**config.mk**
```make
export PLATFORM = sky130hd
export DESIGN_NAME = hsv_to_rgb_pipe
export DESIGN_NICKNAME = d
export VERILOG_FILES = /design/src/rtl/hsv_pkg.sv /design/src/rtl/hsv_sector_decode.sv /design/src/rtl/hsv_to_rgb_pipe.sv
export SDC_FILE = /design/constraint.sdc
export NUM_CORES = 1
export LEC_CHECK = 0
export ABC_AREA = 1
export ABC_CLOCK_PERIOD_IN_PS = 8000
export CORE_AREA = 5 5 152 154
export CTS_CLUSTER_SIZE = 10
export DETAILED_ROUTE_END_ITERATION = 8
export DIE_AREA = 0 0 157 159
export PLACE_DENSITY = 0.7
export SLEW_MARGIN = 15
export SYNTH_ARGS = -nofsm -noshare
export SYNTH_HDL_FRONTEND = slang
export SYNTH_HIERARCHICAL = 1
export SYNTH_SLANG_ARGS = --single-unit
```
**constraint.sdc**
```tcl
create_clock -name clk -period 8 [get_ports clk]
set_clock_uncertainty 0.1 [all_clocks]
set_input_delay 2.4 -clock clk [delete_from_list [all_inputs] [get_ports clk]]
set_output_delay 2.4 -clock clk [all_outputs]
set_load 0.01 [all_outputs]
```
**src/rtl/hsv_pkg.sv**
```systemverilog
// rtl/hsv_pkg.sv - shared constants and sector encoding for the HSV to RGB pipeline
package hsv_pkg;

    localparam int H_W         = 9;
    localparam int F_W         = 6;
    localparam int H_MAX       = 359;
    localparam int SECTOR_DEG  = 60;
    localparam int RECIP60     = 1093;
    localparam int RECIP_W     = 11;
    localparam int RECIP_SH    = 16;
    localparam int HSV2RGB_LAT = 4;

    // One code per 60-degree hue sector, named by the colours it spans.
    typedef enum logic [2:0] {
        SEC_RY = 3'd0,
        SEC_YG = 3'd1,
        SEC_GC = 3'd2,
        SEC_CB = 3'd3,
        SEC_BM = 3'd4,
        SEC_MR = 3'd5
    } sector_t;

endpackage

```
**src/rtl/hsv_sector_decode.sv**
```systemverilog
// rtl/hsv_sector_decode.sv - first pipeline stage: hue clamp, sector ladder and in-sector fraction
module hsv_sector_decode
    import hsv_pkg::*;
#(
    parameter int S_W = 11,
    parameter int V_W = 8
) (
    input  logic           clk,
    input  logic [H_W-1:0] hue,
    input  logic [S_W-1:0] sat,
    input  logic [V_W-1:0] val,
    output sector_t        sector,
    output logic [F_W-1:0] frac,
    output logic [S_W-1:0] sat_q,
    output logic [V_W-1:0] val_q
);

    logic [H_W-1:0] hue_c;
    logic [H_W-1:0] base;
    sector_t        sector_n;

    // Compare ladder instead of a divider; base is the first degree of the chosen sector.
    always_comb begin
        hue_c    = (hue > H_W'(H_MAX)) ? H_W'(H_MAX) : hue;
        sector_n = SEC_RY;
        base     = '0;
        if (hue_c >= H_W'(5 * SECTOR_DEG)) begin
            sector_n = SEC_MR;
            base     = H_W'(5 * SECTOR_DEG);
        end else if (hue_c >= H_W'(4 * SECTOR_DEG)) begin
            sector_n = SEC_BM;
            base     = H_W'(4 * SECTOR_DEG);
        end else if (hue_c >= H_W'(3 * SECTOR_DEG)) begin
            sector_n = SEC_CB;
            base     = H_W'(3 * SECTOR_DEG);
        end else if (hue_c >= H_W'(2 * SECTOR_DEG)) begin
            sector_n = SEC_GC;
            base     = H_W'(2 * SECTOR_DEG);
        end else if (hue_c >= H_W'(SECTOR_DEG)) begin
            sector_n = SEC_YG;
            base     = H_W'(SECTOR_DEG);
        end
    end

    always_ff @(posedge clk) begin
        sector <= sector_n;
        frac   <= F_W'(hue_c - base);
        sat_q  <= sat;
        val_q  <= val;
    end

endmodule

```
**src/rtl/hsv_to_rgb_pipe.sv**
```systemverilog
// rtl/hsv_to_rgb_pipe.sv - four-stage HSV to 8-bit RGB converter with frame sideband
module hsv_to_rgb_pipe
    import hsv_pkg::*;
#(
    parameter int S_W = 11,
    parameter int V_W = 8
) (
    input  logic           clk,
    input  logic           rst,
    input  logic           in_valid,
    input  logic           in_sof,
    input  logic           in_eol,
    input  logic [H_W-1:0] H_in,
    input  logic [S_W-1:0] S_in,
    input  logic [V_W-1:0] V_in,
    output logic           out_valid,
    output logic           out_sof,
    output logic           out_eol,
    output logic [V_W-1:0] R_out,
    output logic [V_W-1:0] G_out,
    output logic [V_W-1:0] B_out
);

    localparam int VS_W = V_W + S_W;
    localparam int UP_W = V_W + F_W + RECIP_W;

    sector_t        s1_sector;
    logic [F_W-1:0] s1_frac;
    logic [S_W-1:0] s1_sat;
    logic [V_W-1:0] s1_val;

    sector_t        s2_sector;
    logic [F_W-1:0] s2_frac;
    logic [V_W-1:0] s2_val;
    logic [V_W-1:0] s2_c;

    sector_t        s3_sector;
    logic [V_W-1:0] s3_val;
    logic [V_W-1:0] s3_m;
    logic [V_W-1:0] s3_rise;
    logic [V_W-1:0] s3_fall;

    logic [VS_W-1:0] vs_prod;
    logic [UP_W-1:0] up_prod;
    logic [V_W-1:0]  up;
    logic [V_W-1:0]  m;
    logic [V_W-1:0]  r_n;
    logic [V_W-1:0]  g_n;
    logic [V_W-1:0]  b_n;

    logic [HSV2RGB_LAT-1:0] vld_sr;
    logic [HSV2RGB_LAT-1:0] sof_sr;
    logic [HSV2RGB_LAT-1:0] eol_sr;

    hsv_sector_decode #(
        .S_W(S_W),
        .V_W(V_W)
    ) u_sector_decode (
        .clk   (clk),
        .hue   (H_in),
        .sat   (S_in),
        .val   (V_in),
        .sector(s1_sector),
        .frac  (s1_frac),
        .sat_q (s1_sat),
        .val_q (s1_val)
    );

    // Chroma: full-scale S is 2^S_W, so 2047 lands one LSB short of V.
    assign vs_prod = VS_W'(s1_val) * VS_W'(s1_sat);

    always_ff @(posedge clk) begin
        s2_c      <= V_W'(vs_prod >> S_W);
        s2_frac   <= s2_frac_next();
        s2_sector <= s1_sector;
        s2_val    <= s1_val;
    end

    function automatic logic [F_W-1:0] s2_frac_next();
        return s1_frac;
    endfunction

    // f/60 as f*1093>>16; f <= 59 keeps up <= C, so rise/fall never wrap.
    assign up_prod = UP_W'(s2_c) * UP_W'(s2_frac) * UP_W'(RECIP60);
    assign up      = V_W'(up_prod >> RECIP_SH);
    assign m       = s2_val - s2_c;

    always_ff @(posedge clk) begin
        s3_m      <= m;
        s3_rise   <= m + up;
        s3_fall   <= s2_val - up;
        s3_val    <= s2_val;
        s3_sector <= s2_sector;
    end

    always_comb begin
        r_n = s3_val;
        g_n = s3_val;
        b_n = s3_val;
        case (s3_sector)
            SEC_RY: begin r_n = s3_val;  g_n = s3_rise; b_n = s3_m;    end
            SEC_YG: begin r_n = s3_fall; g_n = s3_val;  b_n = s3_m;    end
            SEC_GC: begin r_n = s3_m;    g_n = s3_val;  b_n = s3_rise; end
            SEC_CB: begin r_n = s3_m;    g_n = s3_fall; b_n = s3_val;  end
            SEC_BM: begin r_n = s3_rise; g_n = s3_m;    b_n = s3_val;  end
            SEC_MR: begin r_n = s3_val;  g_n = s3_m;    b_n = s3_fall; end
            default: begin r_n = s3_val; g_n = s3_val;  b_n = s3_val;  end
        endcase
    end

    always_ff @(posedge clk) begin
        if (rst) begin
            R_out <= '0;
            G_out <= '0;
            B_out <= '0;
        end else begin
            R_out <= r_n;
            G_out <= g_n;
            B_out <= b_n;
        end
    end

    // sof/eol are masked on entry, so every stage holds them low whenever its valid is low.
    always_ff @(posedge clk) begin
        if (rst) begin
            vld_sr <= '0;
            sof_sr <= '0;
            eol_sr <= '0;
        end else begin
            vld_sr <= {vld_sr[HSV2RGB_LAT-2:0], in_valid};
            sof_sr <= {sof_sr[HSV2RGB_LAT-2:0], in_valid & in_sof};
            eol_sr <= {eol_sr[HSV2RGB_LAT-2:0], in_valid & in_eol};
        end
    end

    assign out_valid = vld_sr[HSV2RGB_LAT-1];
    assign out_sof   = sof_sr[HSV2RGB_LAT-1];
    assign out_eol   = eol_sr[HSV2RGB_LAT-1];

endmodule
```
==> impl_metrics.ini, run 1 <==
[route]
dr.first_iter.drc_count = 518
antenna_left = 0
vias = 9060
routedWlPerCell_um = 13.7
avgViaCountPerCell = 5.10
drc = 0
dr.pass1.iters = 5
wl_um = 24300

[global_route]
grt_max_degree = 37
grt_overflow = 0
grt_usage_pct = 20.1
grt_pass1_vias = 8895
grt_pass1_wl_um = 41200
antenna_found_initial = 0

[clock_tree]
cts_tree = yes
clk_pin_slew_ns = 0.06
cts.htree.levels = 4
cts.sink_count = 124
cts_buffers = 17
cts_buffer_depth = 2
clk_latency_ns = 0.42
cts_root_buffer = clkbuf_16

[finish]
layoutNonFillerInstCount = 1778
fillCellCount = 1943
nNetsFinal = 1752
area_growth_pct = 13.3
drive_above_1_share_pct = 6.94
diodes = 0
final_common_cell = nand2_1
final_cell_mix = 364 x nand2_1, 321 x inv_1, 149 x ha_1

[logic_synthesis]
netlist_area_mm2 = 0.0110
synthesis.nets = 1701
ys_ff_latch = 124
synth_cell_types = 50
netlist_instances = 1434
synth-edff-count = 0
seq_area_frac_synth_pct = 22.5
yosysWarnings = 6
ys.flop_type = dfxtp_1
ys_async_sr_fraction_pct = 0
avgSynthCellArea_um2 = 7.68

[floorplanning]
die_area_mm2 = 0.0250
die_w_um = 157
core_area_mm2 = 0.0216
io_pins = 60
initial_core_util_pct = 51.1
fp-row-count = 54
fp.dieH_um = 159

[sta]
worst_slew_pin_slew_ns = 1.15
final.min_clock_period_ns = 7.50
max_slew_margin_pct = 22.8
report.final.slew_viol_count = 0
finalSetupViolCount = 0
max_freq_ghz = 0.133
timing.setup.tns_ns = 0
rsz0062_at_grt = false
hold_viol = 0
fin_crit_sh_pct = 93.8

[placed_design]
dp.cells = 1746
portBuffers = 59
dp_hpwl_um = 19700
gp_congestion = 0.894

[setup_path]
worst_path_max_delay_cell = fa_1
worst_ep_required_time_ns = 8.20
cp.arrival_ns = 7.71
cpMostUsedCell = ha_1
critical_path_class = reg2reg
critPathCaptureType = flip-flop
start_kind = flip-flop
critical_path_peak_fanout = 7
ff2ff_setup_slack_ns = 0.50
cp_num_buf_inv = 4
cpPeakStageDelay_ns = 0.54
path_delay_family = adder cells

[status]
status = completed

[min_path]
hp-class = reg2reg

[job]
drv_cap = 0
[timing repair]
action | 4_1_cts | 5_1_grt
endpoints found under the hold margin | 0 | 0
hold buffers | 0 | 0
resized for setup | 0 | 8
setup buffers | 0 | 0
setup endpoints to repair | 0 | 6
[synthesized netlist by cell type, types with 9 or more instances]
cell type,instances,area share [%]
xor2_1,32,2.5
nor2_1,63,2.1
ha_1,149,17
nand4_1,15,0.85
nand2_2,24,1.4
o21ai_0,11,0.50
a41oi_1,15,1.2
a21oi_1,48,2.2
nand2_1,364,12
clkbuf_1,25,0.85
fa_1,85,15
nor3_1,9,0.41
dfxtp_1,124,23
inv_1,321,11
nand3_1,49,2.2
xnor2_1,10,0.80
[flip-flops by register name (all words and copies together) (netlist names)]
register	flops
s3_sector	3
G_out	8
B_out	8
u_sector_decode/frac	6
s3_m	8
eol_sr	4
sof_sr	4
s3_fall	8
s2_frac	6
vld_sr	4
R_out	8
s3_rise	8
u_sector_decode/sat_q	11
s3_val	8
s2_val	8
s2_sector	3
u_sector_decode/val_q	8
u_sector_decode/sector	3
s2_c	8
[kinds of logic (layout without fill, tap and decap cells)]
family                     count (synthesis)  count (layout)  share of synthesized area [%]
xor gates and xnor gates                  45              45                           3.78
and+or+nand+nor                          551             551                           21.7
DFF                                      124             124                           22.5
AOI/OAI and AO/OA                        122             122                           7.28
adders and majority gates                234             234                           32.4
buffers and inverters                    358             422                           12.3
[area by class of cell]
| type | instances | area [µm²] | area share (%) |
|---|---|---|---|
| clock inverters | 15 | 176 | 1.41 |
| multi-input cells | 952 | 7200 | 57.7 |
| well taps | 280 | 350 | 2.81 |
| clock buffers | 17 | 425 | 3.41 |
| repair buffers | 60 | 593 | 4.76 |
| inverters | 330 | 1240 | 9.93 |
| flip-flops and latches | 124 | 2490 | 19.9 |
[per-stage QoR]
step | utilization (%) | hold WS (ns) | instance area [µm²] | setup WS (ns)
after floorplan | - | 0.210 | 11000 | 0.950
after global placement | 55.0 | 0.211 | 11800 | 0.597
after detailed placement | 55.0 | 0.212 | 11800 | 0.472
after CTS | 57.7 | 0.226 | 12400 | 0.394
after global routing | 57.9 | 0.236 | 12500 | 0.0313
final | 57.9 | 0.225 | 12500 | 0.496
[per-layer routing]
metal	part of all wire, %	track usage (%)	vias up
met5	0	0	-
met4	2.2	5.60	0
met3	5.5	3.89	48
met2	49	34.2	242
met1	43	25.9	4250
li1	-	-	4520
[final timing paths]
path / from / endpoint / cells past startpoint
max: s2_c[0]$_DFF_P_ / s3_fall[5]$_DFF_P_ / 32
min reg2reg: u_sector_decode/sector[2]$_SDFF_PP1_ / s2_sector[2]$_DFF_P_ / 0
max reg2reg: s2_c[0]$_DFF_P_ / s3_fall[5]$_DFF_P_ / 32
min: u_sector_decode/sector[2]$_SDFF_PP1_ / s2_sector[2]$_DFF_P_ / 0
Power of run 1 is left out: the tool's default activity adds up to more than one toggle a clock period on the data nets, which glitch-free logic cannot reach.
==> run 2, diff against run 1 <==
--- a/config.mk
+++ b/config.mk
@@ -12,6 +12,7 @@
 export DETAILED_ROUTE_END_ITERATION = 8
 export DIE_AREA = 0 0 157 159
 export PLACE_DENSITY = 0.7
+export SETUP_SLACK_MARGIN = 0.02
 export SLEW_MARGIN = 15
 export SYNTH_ARGS = -nofsm -noshare
 export SYNTH_HDL_FRONTEND = slang
==> results of run 2 <==
The final DEF is identical to that of run 1; final timing and power are the same.
Power of run 2 is left out for the same reason.
==> run 3, diff against run 2 <==
--- a/config.mk
+++ b/config.mk
@@ -11,6 +11,7 @@
 export CTS_CLUSTER_SIZE = 10
 export DETAILED_ROUTE_END_ITERATION = 8
 export DIE_AREA = 0 0 157 159
+export GPL_TIMING_DRIVEN = 0
 export PLACE_DENSITY = 0.7
 export SETUP_SLACK_MARGIN = 0.02
 export SLEW_MARGIN = 15
@@ -18,3 +19,4 @@
 export SYNTH_HDL_FRONTEND = slang
 export SYNTH_HIERARCHICAL = 1
 export SYNTH_SLANG_ARGS = --single-unit
+export TNS_END_PERCENT = 1
==> run 3 against run 2 <==
Hold slack improved by 0.00060 ns. Maximum frequency fell by 0.94%. Sequential share of layout area fell by 0.18 points. Non-clock buffer count is 25 higher. Clock-buffer cell count is 1 higher. Via count shrank 0.44%. Design area grew 1.4%. Utilization rose by 0.82 points. Critical path depth increased by 1. Final cell count up 1.4%. Register-to-register slack got worse by 0.07 ns. Worst setup slack got worse by 0.072 ns. Critical endpoint is now s3_rise[5]$_DFF_P_.
==> impl_metrics.ini, run 3 (same netlist as run 1, synthesis figures left out) <==
[sta]
hold_viol = 0
worst_slew_pin_slew_ns = 1.11
final.min_clock_period_ns = 7.58
max_freq_ghz = 0.132
rsz0062_at_grt = false
fin_crit_sh_pct = 94.7
finalSetupViolCount = 0
report.final.slew_viol_count = 0
max_slew_margin_pct = 25.6

[route]
dr.pass1.iters = 5
avgViaCountPerCell = 5.00
wl_um = 23800
antenna_left = 0
routedWlPerCell_um = 13.2
dr.first_iter.drc_count = 474
drc = 0
vias = 9020

[floorplanning]
io_pins = 60
fp.dieH_um = 159
die_area_mm2 = 0.0250
initial_core_util_pct = 51.1
die_w_um = 157
fp-row-count = 54
core_area_mm2 = 0.0216

[global_route]
grt_overflow = 0
antenna_found_initial = 0
grt_pass1_wl_um = 40400
grt_max_degree = 17
grt_usage_pct = 19.7
grt_pass1_vias = 8789

[placed_design]
portBuffers = 58
dpl_cell_area_mm2 = 0.0119
dp_hpwl_um = 19300
dp.cells = 1772
gp_congestion = 0.924

[finish]
layoutNonFillerInstCount = 1803
final_cell_mix = 364 x nand2_1, 321 x inv_1, 149 x ha_1
fillCellCount = 1950
regMostFlops = u_sector_decode/sat_q
nNetsFinal = 1777
area_growth_pct = 14.9
design_area_mm2 = 0.0126
final_common_cell = nand2_1
diodes = 0
largest_reg_flops = 11
drive_above_1_share_pct = 7.94

[setup_path]
cpMostUsedCell = ha_1
critical_path_peak_fanout = 7
worst_ep_required_time_ns = 8.25
worst_path_max_delay_cell = fa_1
ff2ff_setup_slack_ns = 0.42
rr_worst_depth = 33
reg2reg_to = s3_rise[5]$_DFF_P_
crit-reg2reg-launch = s2_c[0]$_DFF_P_
start_kind = flip-flop
critPathCaptureType = flip-flop
cpPeakStageDelay_ns = 0.54
cp.arrival_ns = 7.82
critical_path_class = reg2reg

[clock_tree]
clk_latency_ns = 0.42
cts_buffer_depth = 2
cts.sink_count = 124
clk_pin_slew_ns = 0.06
cts_tree = yes
cts_root_buffer = clkbuf_16
cts_buffers = 17
cts.htree.levels = 4

[min_path]
min_path_cells = 0
hp-class = reg2reg
holdPathEnd = s2_sector[2]$_DFF_P_
hold_path.startpoint = u_sector_decode/sector[2]$_SDFF_PP1_

[status]
status = completed

[job]
drv_cap = 0
==> run 3: cell count changes in the layout (fill, tap and decap cells not counted), moves of 3 or more <==
cell / change
inv_8: -3
clkinvlp_4: -3
dfxtp_2: +10
clkbuf_1: +20
buf_4: +6
dfxtp_1: -10
==> run 3: repair_timing <==
item,4_1_cts,5_1_grt
endpoints found under the setup margin,1,12
pin swaps,0,2
setup buffers,0,5
gates resized for setup,1,21
hold buffers,0,0
==> run 3: stage by stage <==
| stage | utilization (%) | hold slack, ns | worst slack, ns | TNS (ns) |
|---|---|---|---|---|
| CTS | 58.4 | 0.227 | 0.0236 | 0 |
| finish | 58.7 | 0.226 | 0.425 | 0 |
| global placement | 55.4 | 0.211 | 0.0351 | 0 |
| floorplan | - | 0.210 | 0.950 | 0 |
| global route | 58.7 | 0.232 | 0.0209 | 0 |
| detailed placement | 55.4 | 0.214 | -0.0558 | -0.0558 |
==> run 3: worst max path at each step <==
| stage | end | startpoint | slack [ns] |
|---|---|---|---|
| 4_1_cts | s3_rise[7]$_DFF_P_ | s2_frac[5]$_DFF_P_ | 0.02 |
| 3_5_place_dp | s3_rise[7]$_DFF_P_ | s2_frac[5]$_DFF_P_ | -0.06 |
| 5_1_grt | s3_fall[7]$_DFF_P_ | s2_c[0]$_DFF_P_ | 0.02 |
| 3_3_place_gp | s3_rise[7]$_DFF_P_ | s2_frac[5]$_DFF_P_ | 0.04 |
| 6_report | s3_rise[5]$_DFF_P_ | s2_c[0]$_DFF_P_ | 0.42 |
| 2_1_floorplan | s3_rise[7]$_DFF_P_ | s2_frac[4]$_DFF_P_ | 0.95 |
==> run 3: worst max-delay path, delay by kind of cell, from the launching register on <==
family / cells / cell delay (ns)
fa+ha+maj: 10 / 3.91
compound gates: 6 / 1.10
simple gates: 9 / 0.83
xor+xnor: 4 / 0.77
flops: 1 / 0.44
buf+inv: 4 / 0.34
==> run 3: cell type report <==
type                            instances  area (µm²)  area share [%]
Clock inverter                         14         206            1.63
Timing Repair Buffer                   63         618            4.89
Inverter                              330        1240            9.79
Tap cell                              280         350            2.77
Buffer                                 22        91.3           0.722
Clock buffer                           18         429            3.39
Multi-Input combinational cell        952        7210            57.0
Sequential cell                       124        2500            19.8
==> run 3: metal layers <==
layer  GRT usage (%)  routed length [µm]
met4            6.07                 396
met1            26.2               10800
met2            32.9               11400
met5               0                   0
met3            3.07                1230
Power of run 3 is left out for the same reason.
